==> config.mk <==
export PLATFORM = sky130hd
export DESIGN_NAME = conv_layer_sched
export DESIGN_NICKNAME = d
export VERILOG_FILES = /design/src/rtl/conv_layer_sched.sv
export SDC_FILE = /design/constraint.sdc
export NUM_CORES = 1
export LEC_CHECK = 0
export ABC_AREA = 1
export BUFFER_PORTS_ARGS = -buffer_cell sky130_fd_sc_hd__buf_2
export CAP_MARGIN = 0
export CORE_ASPECT_RATIO = 0.8
export CORE_MARGIN = 2
export CORE_UTILIZATION = 57
export DETAILED_ROUTE_END_ITERATION = 7
export GPL_TIMING_DRIVEN = 0
export PLACE_DENSITY = 0.8
export SETUP_SLACK_MARGIN = 0.2
export SLEW_MARGIN = 10
export SYNTH_ARGS = -nofsm -noshare
export SYNTH_HDL_FRONTEND = slang
export SYNTH_SLANG_ARGS = --single-unit
==> constraint.sdc <==
create_clock -name clk -period 5.65 [get_ports clk]
set_clock_uncertainty 0.2 [all_clocks]
set_input_delay 1.13 -clock clk [delete_from_list [all_inputs] [get_ports clk]]
set_output_delay 1.13 -clock clk [all_outputs]
set_load 0.005 [all_outputs]
==> src/rtl/conv_layer_sched.sv <==
// conv_layer_sched
// Sequencer that time-multiplexes one line_buffer -> conv_unit -> relu chain
// across NUM_FILTERS filters. For each filter, it:
//   - flushes the line buffer,
//   - loads 9 weights plus the bias,
//   - streams the whole image,
//   - writes every valid conv result to the feature map at a filter-indexed
//     address.
//
// Ports
//   clk, rst_n            clock, asynchronous active-low reset
//   start                 begin a layer pass (sampled only in IDLE)
//   busy / done / err     status: high outside IDLE / one-cycle completion
//                         pulse / sticky error
//   img_rd_en, img_addr   image memory read (1-cycle latency)
//   pixel_valid           img_rd_en delayed by one cycle, to line buffer
//   lb_flush              one-cycle line buffer clear
//   wt_rd_en, wt_addr     weight memory read, address filter*10 + k
//   wt_load, wt_sel       capture strobe and slot for weight register file
//   conv_valid            valid_out from conv_unit
//   out_wr_en, out_addr   feature-map write, address filter*OUT_PIX + count
//   filter_idx            filter currently in process
module conv_layer_sched #(
  parameter int IMG_SIZE     = 28,
  parameter int NUM_FILTERS  = 8,
  parameter int DRAIN_MAX    = 64,
  localparam int OUT_SIZE    = IMG_SIZE - 2,
  localparam int OUT_PIX     = OUT_SIZE * OUT_SIZE,
  localparam int IAW         = $clog2(IMG_SIZE * IMG_SIZE),
  localparam int WAW         = $clog2(NUM_FILTERS * 10),
  localparam int OAW         = $clog2(NUM_FILTERS * OUT_PIX),
  localparam int FW          = $clog2(NUM_FILTERS)
) (
  input  logic           clk,
  input  logic           rst_n,
  input  logic           start,
  output logic           busy,
  output logic           done,
  output logic           err,
  output logic           img_rd_en,
  output logic [IAW-1:0] img_addr,
  output logic           pixel_valid,
  output logic           lb_flush,
  output logic           wt_rd_en,
  output logic [WAW-1:0] wt_addr,
  output logic           wt_load,
  output logic [3:0]     wt_sel,
  input  logic           conv_valid,
  output logic           out_wr_en,
  output logic [OAW-1:0] out_addr,
  output logic [FW-1:0]  filter_idx
);

  localparam int CW  = $clog2(OUT_PIX + 1);
  // Shared LOAD_W / DRAIN counter; needs at least 4 bits to reach 10.
  localparam int DCW = (DRAIN_MAX > 16) ? $clog2(DRAIN_MAX) : 4;

  localparam logic [IAW-1:0] IMG_LAST   = IAW'(IMG_SIZE * IMG_SIZE - 1);
  localparam logic [CW-1:0]  OUT_PIX_C  = CW'(OUT_PIX);
  localparam logic [DCW-1:0] DRAIN_LAST = DCW'(DRAIN_MAX - 1);
  localparam logic [FW-1:0]  FILT_LAST  = FW'(NUM_FILTERS - 1);

  typedef enum logic [2:0] {
    IDLE   = 3'd0,
    LOAD_W = 3'd1,
    STREAM = 3'd2,
    DRAIN  = 3'd3,
    DONE   = 3'd4
  } state_e;

  state_e         state_q;
  logic           busy_q, done_q, err_q;
  logic           img_rd_en_q, pixel_valid_q, lb_flush_q;
  logic           wt_rd_en_q, wt_load_q;
  logic [IAW-1:0] img_addr_q;
  logic [WAW-1:0] wt_addr_q;
  logic [3:0]     wt_sel_q;
  logic [FW-1:0]  filter_idx_q;
  logic [CW-1:0]  out_count_q;
  logic [DCW-1:0] cnt_q;

  logic cap_s, stray_s;

  // First weight address of a filter.
  function automatic logic [WAW-1:0] wt_base(input logic [FW-1:0] f);
    return WAW'(f) * WAW'(10);
  endfunction

  // A conv result is accepted only while streaming/draining and the map is not full;
  // any other conv_valid is a protocol error.
  assign cap_s   = conv_valid && ((state_q == STREAM) || (state_q == DRAIN)) &&
                   (out_count_q < OUT_PIX_C);
  assign stray_s = conv_valid && !cap_s;

  assign out_wr_en = cap_s;
  assign out_addr  = OAW'(filter_idx_q) * OAW'(OUT_PIX) + OAW'(out_count_q);

  // Sequencer state, counters and all registered strobes.
  always_ff @(posedge clk or negedge rst_n) begin
    if (!rst_n) begin
      state_q       <= IDLE;
      busy_q        <= 1'b0;
      done_q        <= 1'b0;
      err_q         <= 1'b0;
      img_rd_en_q   <= 1'b0;
      pixel_valid_q <= 1'b0;
      lb_flush_q    <= 1'b0;
      wt_rd_en_q    <= 1'b0;
      wt_load_q     <= 1'b0;
      img_addr_q    <= '0;
      wt_addr_q     <= '0;
      wt_sel_q      <= 4'd0;
      filter_idx_q  <= '0;
      out_count_q   <= '0;
      cnt_q         <= '0;
    end else begin
      // Pipeline companions of the read strobes.
      pixel_valid_q <= img_rd_en_q;
      wt_load_q     <= wt_rd_en_q;
      wt_sel_q      <= wt_rd_en_q ? cnt_q[3:0] : 4'd0;

      if (cap_s) begin
        out_count_q <= out_count_q + CW'(1);
      end

      case (state_q)
        IDLE: begin
          if (start) begin
            state_q      <= LOAD_W;
            busy_q       <= 1'b1;
            err_q        <= 1'b0;
            filter_idx_q <= '0;
            out_count_q  <= '0;
            cnt_q        <= '0;
            lb_flush_q   <= 1'b1;
            wt_rd_en_q   <= 1'b1;
            wt_addr_q    <= wt_base('0);
          end
        end
        LOAD_W: begin
          // cnt_q is the cycle index 0..10 within the weight load.
          lb_flush_q <= 1'b0;
          cnt_q      <= cnt_q + DCW'(1);
          if (cnt_q == DCW'(9)) begin
            wt_rd_en_q <= 1'b0;
          end else if (cnt_q < DCW'(9)) begin
            wt_addr_q <= wt_addr_q + WAW'(1);
          end
          if (cnt_q == DCW'(10)) begin
            state_q     <= STREAM;
            cnt_q       <= '0;
            img_rd_en_q <= 1'b1;
            img_addr_q  <= '0;
          end
        end
        STREAM: begin
          if (img_addr_q == IMG_LAST) begin
            state_q     <= DRAIN;
            img_rd_en_q <= 1'b0;
            img_addr_q  <= '0;
            cnt_q       <= '0;
          end else begin
            img_addr_q <= img_addr_q + IAW'(1);
          end
        end
        DRAIN: begin
          if (out_count_q == OUT_PIX_C) begin
            if (filter_idx_q == FILT_LAST) begin
              state_q <= DONE;
              done_q  <= 1'b1;
            end else begin
              state_q      <= LOAD_W;
              filter_idx_q <= filter_idx_q + FW'(1);
              out_count_q  <= '0;
              cnt_q        <= '0;
              lb_flush_q   <= 1'b1;
              wt_rd_en_q   <= 1'b1;
              wt_addr_q    <= wt_base(filter_idx_q + FW'(1));
            end
          end else if (cnt_q == DRAIN_LAST) begin
            // Conv pipeline never delivered the full map: abort the pass.
            state_q <= DONE;
            done_q  <= 1'b1;
            err_q   <= 1'b1;
          end else begin
            cnt_q <= cnt_q + DCW'(1);
          end
        end
        DONE: begin
          state_q <= IDLE;
          done_q  <= 1'b0;
          busy_q  <= 1'b0;
        end
        default: begin
          state_q     <= IDLE;
          busy_q      <= 1'b0;
          done_q      <= 1'b0;
          img_rd_en_q <= 1'b0;
          lb_flush_q  <= 1'b0;
          wt_rd_en_q  <= 1'b0;
        end
      endcase

      // Stray conv_valid wins over the clear from an accepted start.
      if (stray_s) begin
        err_q <= 1'b1;
      end
    end
  end

  assign busy        = busy_q;
  assign done        = done_q;
  assign err         = err_q;
  assign img_rd_en   = img_rd_en_q;
  assign img_addr    = img_addr_q;
  assign pixel_valid = pixel_valid_q;
  assign lb_flush    = lb_flush_q;
  assign wt_rd_en    = wt_rd_en_q;
  assign wt_addr     = wt_addr_q;
  assign wt_load     = wt_load_q;
  assign wt_sel      = wt_sel_q;
  assign filter_idx  = filter_idx_q;

endmodule

==> qor.txt <==
Outcome = finished clean
Max Cap Viol = 0
CP Cell Sequence = inv_1 -> ha_1 -> inv_1 -> ha_1 -> ha_1 -> nand2_1 -> inv_1 -> a21oi_1 -> nand2_1 -> nand3b_1 -> nand2_1 -> buf_2
Longest Clk Path Bufs = 2
Flops & latches, synth = 51
Core Box Area = 5910 um2
Crit end category = output port
Wire length of the first global-routing pass = 12800 um
Die height = 74.0 um
Worst Setup Start Kind = flop
Pin count of the biggest net entering global routing = 52
Final ANT Viol Nets = 0
Reg2Reg Depth = 8
Count of hold-fix buffers inserted at cts = 0
Global route overflow = 0
Via density = 5.22
Critical path's slowest cell = dfrtp_1
Worst-Margin Slew = 639 ps
Drt first pass iters = 5
Cell with the most instances after synthesis = nand2_1
Slew margin rel. = 57.4%
Vias = 3208
Post-Syn Area per Cell = 7.32 um2
HP Class = flop to flop
Final period util = 70.3%
Number of global-route vias before repair = 2899
Commonest cells post-synth = 160 x nand2_1, 51 x dfrtp_1, 50 x inv_1, 40 x nor2_1, 39 x nand3_1
Ys async rst share = 100%
Slowest stage delay, CP = 550 ps
Area contributors post-synth = dfrtp_1 37%, nand2_1 17%, ha_1 9.0%
Rows = 25
Drt initial violations = 269
WS Path Type = flop to output port
Tmin final = 3970 ps
Top_reg_cell synth = dfrtp_1
Final Setup Violations = 0
Post-Syn Area = 3490 um2
CTS Buf Count = 5
Port bufs = 49
Achievable clock frequency = 0.252 GHz
Post-synthesis sequential area ratio = 36.6%
CP required = 4320 ps
Resized cells post-CTS = 0
Syn Inst Count = 477
DP Area = 3840 um2
Post-CTS setup buffers = 0
Critical Path AT = 2640 ps
Filler cells = 523
Die X = 91.5 um
Setup TNS = 0 ps
Power, Total = 0.000582 W
Slew Limit Fails = 0
Routed WL per cell = 12.2 um
Area Overhead vs Synth = 12.4%
CTS tree = done
RSZ-0062 raised after global routing = false
Clk_lat worst skew = 300 ps
Leak = 2.19 nW
Routed Wire Length = 7490 um
Starting density of the core = 59.0%
Hold Violations, Final = 0
Reg clk slew, reported paths = 90 ps
Crit Path Max Fanout = 8
DRC violations left = 0
Synthesis Warnings = 0
Nets = 563
Pwr dens = 148 nW/um2
Synth Net Count = 507
IO Count = 50
Root buf cell = clkbuf_8
EDFF count, synth = 0
Post-DP HPWL = 5650 um
Die ar. = 6770 um2
VDD IR max = 105 uV
Initial antenna violation count = 0
Hold depth = 0
Tot GR Track Use = 23.1%
CTS sink cnt = 51
CTS H-tree depth = 2
Synth top area share = 36.6%
Layout cells sized above 1 = 17.2%
GPL Wtd Cong = 0.871
Number of inserted diodes = 0
Synth area leader = dfrtp_1
Hold slack = 216 ps
Final instance area = 3930 um2
Synth unique cells = 35
## layout make-up
| class | instances | area (um2) | share of cell area [%] |
|---|---|---|---|
| clock inverter | 2 | 12.5 | 0.319 |
| sequential | 51 | 1280 | 32.5 |
| clock buffer | 6 | 72.6 | 1.85 |
| timing repair buffer | 49 | 248 | 6.31 |
| buffer | 5 | 42.5 | 1.08 |
| inverter | 57 | 216 | 5.51 |
| multi-input combinational | 364 | 1960 | 49.8 |
| tap | 81 | 101 | 2.58 |
## cells in the final DEF (no fill, tap or decap), drive strengths merged
cell type / synthesis / layout
nor3: 5 / 5
nor2: 47 / 47
a22oi: 1 / 1
o21bai: 1 / 1
o31ai: 1 / 1
clkinvlp: 0 / 1
nand3: 42 / 42
clkinv: 0 / 1
nand3b: 3 / 3
dfrtp: 51 / 51
ha: 25 / 25
buf: 5 / 54
nand4: 7 / 7
clkbuf: 0 / 6
fa: 1 / 1
or2: 1 / 1
a21oi: 16 / 16
a31oi: 1 / 1
o21ai: 21 / 21
o21ba: 1 / 1
xnor2: 2 / 2
nand2: 172 / 172
a21o: 1 / 1
inv: 57 / 57
xor2: 12 / 12
o22ai: 4 / 4
## worst max-delay path, delay by kind of cell, from the launching register on
family / cells / cell delay (ps)
adder cells (fa/ha/maj): 3 / 910
flip-flops: 1 / 550
buffers and inverters: 4 / 390
AND/OR/NAND/NOR: 4 / 360
AO/OA/AOI/OAI: 1 / 130
## final timing paths
path                       slack, ps             end          start
setup / recovery                1680    out_addr[12]  filter_idx[0]
min in group asynchronous        650      wt_addr[1]          rst_n
max in group asynchronous       4170            busy          rst_n
hold / removal                   220     pixel_valid      img_rd_en
setup reg to reg                3660  out_count_q[5]  filter_idx[0]
hold reg to reg                  220     pixel_valid      img_rd_en
## state kept, by name, indices dropped and copies added, names as in the netlist, 3 cells and up
signal,count
cnt_q,6
filter_idx,3
img_addr,10
out_count_q,10
state_q,3
wt_addr,7
wt_sel,4
## metal layers
metal,GRT usage (%),up-vias,share of wire (%)
li1,-,1641,-
met1,32.8,1462,48
met2,38.8,97,46
met3,3.14,8,5.2
met4,4.71,0,0.86
met5,0,-,0
## report_power, final
part	switching, W	total, W	internal (W)
sequential	0	0.000365	0.000365
combinational	0.00000740	0.00000852	0.00000112
clock	0.000122	0.000209	0.0000869
total	0.000129	0.000582	0.000453
## logic make-up (layout without fill, tap and decap cells)
logic type,count (synthesis),count (layout),synth area share [%]
AOI/OAI and AO/OA,47,47,7.35
xor gates and xnor gates,14,14,3.51
adders and majority gates,26,26,9.53
buffers and inverters,62,119,7.42
DFF,51,51,36.6
and+or+nand+nor,277,277,35.6
## through the flow
| step | utilization [%] | std cells | setup WS, ps |
|---|---|---|---|
| 6_report | 66.4 | 615 | 1680 |
| 5_1_grt | 66.4 | 615 | 1480 |
| 3_3_place_gp | 64.9 | 607 | 2060 |
| 2_1_floorplan | - | 477 | 2350 |
| 4_1_cts | 66.3 | 615 | 1670 |
| 3_5_place_dp | 64.9 | 607 | 2030 |
(Power assumes the default switching activity.)
